$ cat src/rtl/brg_wb2ps_wbrf_seq_pkg.sv
// Shared definitions for the PSRAM cache write-back / read-fill sequencer:
// line geometry, address field widths, FSM encoding and the latched job record.
package brg_wb2ps_wbrf_seq_pkg;

    localparam int unsigned LINE_WORDS = 16;
    localparam int unsigned WAYS       = 4;
    localparam int unsigned TAG_W      = 13;
    localparam int unsigned LINE_W     = 4;
    localparam int unsigned WORD_W     = 4;
    localparam int unsigned PS_ADR_W   = TAG_W + LINE_W + WORD_W;

    typedef enum logic [2:0] {
        StIdle   = 3'd0,
        StWbCmd  = 3'd1,
        StWbData = 3'd2,
        StRfCmd  = 3'd3,
        StRfData = 3'd4,
        StDone   = 3'd5
    } seq_state_e;

    typedef struct packed {
        logic [WAYS-1:0]   way;
        logic [LINE_W-1:0] line;
        logic [TAG_W-1:0]  wb_tag;
        logic [TAG_W-1:0]  rf_tag;
        logic [31:0]       ow_data;
        logic [3:0]        ow_strb;
        logic [WORD_W-1:0] ow_lsb;
        logic              ow_valid;
        logic              is_wb;
    } seq_job_t;

endpackage

$ cat src/rtl/brg_wb2ps_wbrf_seq.sv
// Write-back / read-fill sequencer: streams a victim line from data RAM to PSRAM (WB jobs),
// then refills the line from PSRAM, merging the pending miss-write word into the fill stream.
module brg_wb2ps_wbrf_seq
    import brg_wb2ps_wbrf_seq_pkg::*;
#(
    parameter int unsigned BURST_RNUM = 8
) (
    input  logic                cpuclk,
    input  logic                WSHRST,
    input  logic                WB_RUN,
    input  logic                RFILL_RUN,
    input  logic [WAYS-1:0]     WB_w_wayno,
    input  logic [LINE_W-1:0]   WB_w_lineno,
    input  logic [TAG_W-1:0]    WB_w_tagadr,
    input  logic [TAG_W-1:0]    RF_w_tagadr,
    input  logic [31:0]         OW_w_data,
    input  logic [3:0]          OW_w_strb,
    input  logic [WORD_W-1:0]   OW_w_adr_lsb,
    input  logic                OW_w_wvalid,
    output logic                WB_RUN_CLR_cpuclk_r,
    output logic                RFILL_RUN_CLR_cpuclk_r,
    output logic [WAYS-1:0]     dc_rd_way,
    output logic [7:0]          dc_rd_adr,
    input  logic [31:0]         dc_rd_data,
    output logic [WAYS-1:0]     dc_wr_en,
    output logic [7:0]          dc_wr_adr,
    output logic [31:0]         dc_wr_data,
    output logic [3:0]          dc_wr_strb,
    output logic                ps_req,
    output logic                ps_we,
    output logic [PS_ADR_W-1:0] ps_adr,
    input  logic                ps_ack,
    input  logic                ps_wready,
    output logic [31:0]         ps_wdata,
    input  logic                ps_rvalid,
    input  logic [31:0]         ps_rdata,
    output logic                busy,
    output logic [31:0]         wb_cnt,
    output logic [31:0]         rf_cnt
);

    localparam logic [WORD_W-1:0] BURST_MASK = WORD_W'(BURST_RNUM - 1);
    localparam logic [WORD_W-1:0] LAST_WORD  = WORD_W'(LINE_WORDS - 1);

    seq_state_e        r_state;
    seq_state_e        w_state_nxt;
    seq_job_t          r_job;
    seq_job_t          w_job_in;
    logic [WORD_W-1:0] r_wcnt;
    logic [WORD_W-1:0] w_wcnt_inc;
    logic              r_hold;
    logic [31:0]       r_wb_cnt;
    logic [31:0]       r_rf_cnt;
    logic              w_take;
    logic              w_burst_end;
    logic              w_last;
    logic              w_start;

    function automatic logic [31:0] merge_bytes(input logic [31:0] base,
                                                input logic [31:0] ow,
                                                input logic [3:0]  strb);
        logic [31:0] res;
        res = base;
        for (int i = 0; i < 4; i++) begin
            if (strb[i]) res[8*i +: 8] = ow[8*i +: 8];
        end
        return res;
    endfunction

    assign w_job_in = '{
        way:      WB_w_wayno,
        line:     WB_w_lineno,
        wb_tag:   WB_w_tagadr,
        rf_tag:   RF_w_tagadr,
        ow_data:  OW_w_data,
        ow_strb:  OW_w_strb,
        ow_lsb:   OW_w_adr_lsb,
        ow_valid: OW_w_wvalid,
        is_wb:    WB_RUN
    };

    assign w_take      = ((r_state == StWbData) && ps_wready) ||
                         ((r_state == StRfData) && ps_rvalid);
    assign w_wcnt_inc  = r_wcnt + 4'd1;
    assign w_burst_end = (w_wcnt_inc & BURST_MASK) == '0;
    assign w_last      = (r_wcnt == LAST_WORD);
    assign w_start     = (r_state == StIdle) && (w_state_nxt != StIdle);

    always_ff @(posedge cpuclk or posedge WSHRST) begin
        if (WSHRST) begin
            r_state  <= StIdle;
            r_job    <= '0;
            r_wcnt   <= '0;
            r_hold   <= 1'b0;
            r_wb_cnt <= '0;
            r_rf_cnt <= '0;
        end else begin
            r_state <= w_state_nxt;
            // RUN is only dropped by the controller at the CLR edge; skip one IDLE cycle.
            r_hold  <= (r_state == StDone);
            if (w_start) begin
                r_job  <= w_job_in;
                r_wcnt <= '0;
            end else if (w_take) begin
                r_wcnt <= w_wcnt_inc;
            end
            if (r_state == StDone) begin
                r_rf_cnt <= r_rf_cnt + 32'd1;
                if (r_job.is_wb) r_wb_cnt <= r_wb_cnt + 32'd1;
            end
        end
    end

    always_comb begin
        w_state_nxt = r_state;
        case (r_state)
            StIdle: begin
                if (!r_hold) begin
                    if (WB_RUN)         w_state_nxt = StWbCmd;
                    else if (RFILL_RUN) w_state_nxt = StRfCmd;
                end
            end
            StWbCmd:  if (ps_ack) w_state_nxt = StWbData;
            StWbData: begin
                if (ps_wready) begin
                    if (w_last)           w_state_nxt = StRfCmd;
                    else if (w_burst_end) w_state_nxt = StWbCmd;
                end
            end
            StRfCmd:  if (ps_ack) w_state_nxt = StRfData;
            StRfData: begin
                if (ps_rvalid) begin
                    if (w_last)           w_state_nxt = StDone;
                    else if (w_burst_end) w_state_nxt = StRfCmd;
                end
            end
            StDone:   w_state_nxt = StIdle;
            default:  w_state_nxt = StIdle;
        endcase
    end

    always_comb begin
        ps_req                 = 1'b0;
        ps_we                  = 1'b0;
        ps_adr                 = '0;
        ps_wdata               = '0;
        dc_rd_way              = '0;
        dc_rd_adr              = '0;
        dc_wr_en               = '0;
        dc_wr_adr              = '0;
        dc_wr_data             = '0;
        dc_wr_strb             = '0;
        WB_RUN_CLR_cpuclk_r    = 1'b0;
        RFILL_RUN_CLR_cpuclk_r = 1'b0;
        busy                   = (r_state != StIdle);
        wb_cnt                 = r_wb_cnt;
        rf_cnt                 = r_rf_cnt;
        case (r_state)
            StWbCmd: begin
                ps_req    = 1'b1;
                ps_we     = 1'b1;
                ps_adr    = {r_job.wb_tag, r_job.line, r_wcnt};
                dc_rd_way = r_job.way;
                dc_rd_adr = {r_job.line, r_wcnt};
            end
            StWbData: begin
                // Look one word ahead when the current word is consumed this cycle.
                dc_rd_way = r_job.way;
                dc_rd_adr = {r_job.line, r_wcnt + {3'b000, ps_wready}};
                ps_wdata  = dc_rd_data;
            end
            StRfCmd: begin
                ps_req = 1'b1;
                ps_adr = {r_job.rf_tag, r_job.line, r_wcnt};
            end
            StRfData: begin
                if (ps_rvalid) begin
                    dc_wr_en   = r_job.way;
                    dc_wr_adr  = {r_job.line, r_wcnt};
                    dc_wr_strb = 4'hF;
                    dc_wr_data = (r_job.ow_valid && (r_wcnt == r_job.ow_lsb)) ?
                                 merge_bytes(ps_rdata, r_job.ow_data, r_job.ow_strb) : ps_rdata;
                end
            end
            StDone: begin
                WB_RUN_CLR_cpuclk_r    = r_job.is_wb;
                RFILL_RUN_CLR_cpuclk_r = !r_job.is_wb;
            end
            default: ;
        endcase
    end

endmodule

$ cat config.mk
export PLATFORM = sky130hd
export DESIGN_NAME = brg_wb2ps_wbrf_seq
export DESIGN_NICKNAME = d
export VERILOG_FILES = /design/src/rtl/brg_wb2ps_wbrf_seq_pkg.sv /design/src/rtl/brg_wb2ps_wbrf_seq.sv
export SDC_FILE = /design/constraint.sdc
export NUM_CORES = 1
export LEC_CHECK = 0
export CAP_MARGIN = 20
export CORE_MARGIN = 3
export CORE_UTILIZATION = 43
export DETAILED_ROUTE_END_ITERATION = 16
export GPL_ROUTABILITY_DRIVEN = 1
export HOLD_SLACK_MARGIN = 0.12
export PLACE_DENSITY = 0.85
export RECOVER_POWER = 25
export SLEW_MARGIN = 30
export SYNTH_ARGS = -nofsm -noshare
export SYNTH_HDL_FRONTEND = slang
export SYNTH_SLANG_ARGS = --single-unit
$ cat constraint.sdc
create_clock -name cpuclk -period 5.64 [get_ports cpuclk]
set_clock_uncertainty 0.05 [all_clocks]
set_input_delay 1.128 -clock cpuclk [delete_from_list [all_inputs] [get_ports cpuclk]]
set_output_delay 1.128 -clock cpuclk [all_outputs]
set_load 0.02 [all_outputs]
Word level (Yosys, flattened, before mapping)
Index checks and enable logic that the tools add are counted. Widths: inputs -> output; s select.

Output and inout bits: 182. Input port bits: 146. Register bits after elaboration: 148. Word-level logic and storage cells: 74.

Reductions and logical operators: 14. Equality and inequality tests: 7. Multiplexer cells: 35. $add $sub $neg: 4.

Operators with widths (count): $mux 32 (4); $add 32x1->32 const B (2); $mux 8 (6); $pmux 21 s2 (1); $mux 3 (11); $mux 4 (7); $pmux 8 s2 (1); $pmux 3 s5 (1); $eq 3x2->1 const B (2); $eq 3x3->1 const B (2); $reduce_bool 3->1 (2); $add 4x1->4 (1); $add 4x1->4 const B (1); $eq 4x4->1 (1); $eq 4x4->1 const B (1); $logic_and 1x1->1 (4); $logic_not 4->1 (1); $mux 1 (4); $reduce_or 2->1 (2); $eq 3x1->1 const B (1); $logic_not 3->1 (1); $reduce_and 2->1 (1); $reduce_bool 2->1 (1); $logic_not 1->1 (1); $logic_or 1x1->1 (1).

Depth between registers and ports, before layout
Depth after elaboration: 9. Gate-level depth with buffers: 7. Gate-level depth less buffers: 5.

Worst setup path before layout
OpenSTA, ideal clock, no wires.

Kind: input to output. From: input ps_rvalid. To: output dc_wr_data[10]. Data required time: 4.462 ns. Path slack: 2.055 ns. Stages on the path: 3. Path buffers: 1. Arrival time: 2.407 ns. Cell sequence: nor3b_1 clkbuf_1 a21boi_0.

Word-level cells in the longest chain between the ends: 2.

RTL lines: from (decl) (RTL line brg_wb2ps_wbrf_seq.sv:35) `input logic ps_rvalid,`; $mux 32 (RTL line brg_wb2ps_wbrf_seq.sv:177) `if (ps_rvalid) begin`; $mux 32 (RTL line brg_wb2ps_wbrf_seq.sv:158) `case (r_state)`; to (decl) (RTL line brg_wb2ps_wbrf_seq.sv:27) `output logic [31:0] dc_wr_data,`.

No other way between the ends.

Worst setup path after layout
From: register r_wcnt[1]. To: output dc_wr_data[0].

Word-level cells in the longest chain between the ends: 5.

RTL lines: from (decl) (RTL line brg_wb2ps_wbrf_seq.sv:49) `logic [WORD_W-1:0] r_wcnt;`; from (signal assigned) (RTL line brg_wb2ps_wbrf_seq.sv:105) `r_wcnt <= w_wcnt_inc;`; $eq 4x4->1 (RTL line brg_wb2ps_wbrf_seq.sv:181) `dc_wr_data = (r_job.ow_valid && (r_wcnt == r_job.ow_lsb)) ?`; $logic_and 1x1->1 (RTL line brg_wb2ps_wbrf_seq.sv:181); $mux 32 (RTL line brg_wb2ps_wbrf_seq.sv:181); $mux 32 (RTL line brg_wb2ps_wbrf_seq.sv:177); $mux 32 (RTL line brg_wb2ps_wbrf_seq.sv:158).

No other way between the ends.

==> summary.md <==
| Metric | Value |
|---|---|
| Synthesized area per cell | `~11 um^2` |
| Post-cts resize count | `0` |
| Hold WC Path Type | `reg2reg` |
| Rel. slew slack | `-56.2%` |
| Critical path class | `reg2out` |
| CP top delay family | `simple AND/OR/NAND/NOR gates` |
| Most frequent cell after synthesis | `dfrtp_1` |
| Ys Warns | `0` |
| CP Cell Sequence | `xnor2_1 > and3_1 > buf_4 > nand3_1 > a21boi_0 > clkdlybuf4s50_1` |
| Vias | `~6,500` |
| Worst path max stage delay | `between 0.8 and 0.9 ns` |
| Gr usage total | `~23%` |
| Distinct cells, synth | `44` |
| DRC Markers | `0` |
| Largest area contributor in the netlist | `dfrtp_1` |
| Num ports | `about 330` |
| Clk Latency, worst-skew pair | `approximately 0.42 ns` |
| CTS Hold Bufs | `0` |
| Total power | `approximately 5 mW` |
| Setup crit end kind | `primary output` |
| Pin count of the biggest net entering global routing | `70` |
| Syn nets | `850` |
| Startpoint of the worst hold path | `wb_cnt[31]$_DFFE_PP0P_` |
| Sequential fraction of the synthesis area | `between 40 and 50%` |
| Worst-margin pin slew | `2.33 ns` |
| Port-buffer cells | `roughly 330` |
| Rows | `48` |
| Fin. max-slew vios | `between 50 and 60` |
| Grt total ovfl | `0` |
| Worst reg-to-reg setup slack | `between 2 and 3 ns` |
| Crit path buffers/inverters | `2` |
| Dpl hpwl | `between 15 and 20 mm` |
| Post-synth ARST share | `between 90% and 100%` |
| First-pass GRT wire length | `roughly 36 mm` |
| Leak Pwr | `roughly 4.6 nW` |
| Vias in the first global route | `about 6,600` |
| P&R area growth vs syn | `52.6%` |
| Clock share of power | `between 20% and 30%` |
| CTS Root Cell | `clkbuf_16` |
| First-pass DRT Iterations | `4` |
| Max FO, Critical Path | `25` |
| Chip height | `139 um` |
| Share of layout cells above drive strength 1 | `about an eighth` |
| Setup Viol. Count Final | `0` |
| Status | `finished with violations` |
| Area share of the largest cell type after synthesis | `about half` |
| Synth top cells by count | `dfrtp_1, mux2_2, nand3_1` |
| Htree depth | `4` |
| Clock-pin slew on the worst setup and hold paths | `0.06 ns` |
| Final Hold Fails | `0` |
| Fmax | `roughly 220 MHz` |
| Clock tree sinks | `roughly 150` |
| Failing checks | `max-capacitance violations, max-slew violations` |
| Synth Instances | `around 700` |
| Top cells by area, synth | `dfrtp_1, mux2_2, xnor2_1, and2_1, nand3_1` |
| Avg Vias per Cell | `5.19` |
| Synth Register Bits | `148` |
| Setup Fix Bufs, Post-CTS | `0` |
| Slowest-stage cell, CP | `and3_1` |
| Max_cap viols | `1` |
| Min Tclk post-route | `between 4 and 5 ns` |
| R2R Path Start | `r_state[1]$_DFF_PP0_` |
| Clock Path Buffers | `2` |
| Chip width | `roughly 140 um` |
| DR WL/cell | `18.0 um` |
| Worst endpoint required time | `roughly 4.5 ns` |
| Peak VDD IR | `roughly 0.26 mV` |
| Sequential power share | `about 33%` |
| Area of the core | `0.0173 mm^2` |
| Final nets | `roughly 1,200` |
| Initial antenna violation count | `2` |
| CTS tree | `yes` |
| CP startpoint | `r_wcnt[1]$_DFFE_PP0P_` |
| Die area | `approximately 0.019 mm^2` |
| PD cells | `423 mW/mm^2` |
| NetSw | `about 1.8 mW` |
| Synth Flop Type | `dfrtp_1` |
| ANT nets after route | `0` |
| Net Sw Frac | `35.6%` |
| Routability Congestion | `~0.93` |
| Critical path data arrival time | `3.35 ns` |
| Synth Cell Area | `0.00762 mm^2` |
| Combinational fraction of design power | `43.7%` |
| Internal Power | `around 3.2 mW` |
| Period utilization | `between 80% and 90%` |
| Iteration-0 DRC Markers | `between 300 and 400` |
| Number of synthesized flops with an enable pin | `0` |
| RSZ-0062 raised after global routing | `no` |
| Setup TNS | `0 ns` |
| CTS Buf Count | `17` |
| Starting Density | `44.1%` |
| Worst setup SP type | `flop` |
| Post-Route WL | `between 20 and 25 mm` |
==> state kept, by name, indices dropped and copies added (netlist names) <==
register and cells:
r_job 76, r_wcnt 4, rf_cnt 32, r_hold 1, wb_cnt 32, r_state 3
==> per-layer routing <==
metal	vias up	routed length, um	global-route usage, %
li1	3074	-	-
met1	3139	9530	29.0
met2	225	11000	38.3
met3	31	1460	6.17
met4	2	431	7.21
met5	-	7	0
==> layout by cell type (no fill, tap or decap), types with 7 or more instances in the layout <==
| cell | instances |
|---|---|
| mux2i_1 | 15 |
| nand3_1 | 65 |
| nand2_1 | 19 |
| and3_1 | 14 |
| inv_1 | 7 |
| dfrtp_1 | 148 |
| nor2_1 | 27 |
| clkbuf_16 | 17 |
| xnor2_1 | 62 |
| o21ai_0 | 35 |
| xor2_1 | 7 |
| mux2_2 | 71 |
| clkdlybuf4s50_1 | 325 |
| and2_1 | 63 |
| nand4_1 | 29 |
| a21boi_0 | 30 |
| and4_1 | 10 |
==> final cells by class <==
cell class	count	area [um^2]
flip-flops and latches	148	3700
fillers	1322	5670
clock inverters	12	156
clock buffers	19	443
well taps	225	282
inverters	8	31.3
multi-input cells	496	3650
repair buffers	337	3360
diodes	1	2.50
==> through the flow <==
step | hold WS [ns] | area (um^2) | std cells | worst slack [ns] | utilization [%]
2_1_floorplan | 0.407 | 7620 | 698 | 0.482 | -
3_3_place_gp | 0.412 | 11000 | 1213 | 1.47 | 63.7
3_5_place_dp | 0.416 | 11000 | 1214 | 1.35 | 63.8
4_1_cts | 0.428 | 11600 | 1245 | 1.09 | 67.3
5_1_grt | 0.460 | 11600 | 1246 | 0.903 | 67.2
6_report | 0.425 | 11600 | 1246 | 1.11 | 67.2
==> power by group through the flow <==
stage / registers, mW / logic (mW) / clock network [mW]
finish: 1.62 / 2.15 / 1.15
global route: 1.66 / 2.31 / 1.21
CTS: 1.62 / 2.18 / 1.17
detailed placement: 1.63 / 2.17 / 0
global placement: 1.61 / 2.12 / 0
floorplan: 1.56 / 1.43 / 0
==> path summary, 6_finish.rpt <==
check | endpoint | depth (start not counted)
worst max-delay path | dc_wr_data[0] | 6
worst min-delay path | wb_cnt[31]$_DFFE_PP0P_ | 1
worst max register to register | r_job[41]$_DFFE_PP0P_ | 5
worst min register to register | wb_cnt[31]$_DFFE_PP0P_ | 1
max in group asynchronous | r_job[67]$_DFFE_PP0P_ | 3
min in group asynchronous | wb_cnt[28]$_DFFE_PP0P_ | 2
==> cell families (layout without fill, tap and decap cells) <==
| group | after synthesis | in the layout | synth area share (%) |
|---|---|---|---|
| mux | 92 | 92 | 13.3 |
| other cells | 0 | 1 | 0 |
| fa+ha+maj | 6 | 6 | 0.985 |
| xor+xnor | 69 | 69 | 7.93 |
| simple gates | 251 | 251 | 18.8 |
| flops | 148 | 148 | 48.6 |
| buf+inv | 54 | 376 | 3.79 |
| compound gates | 78 | 78 | 6.52 |
No activity file was read; power rests on OpenSTA's default activity.
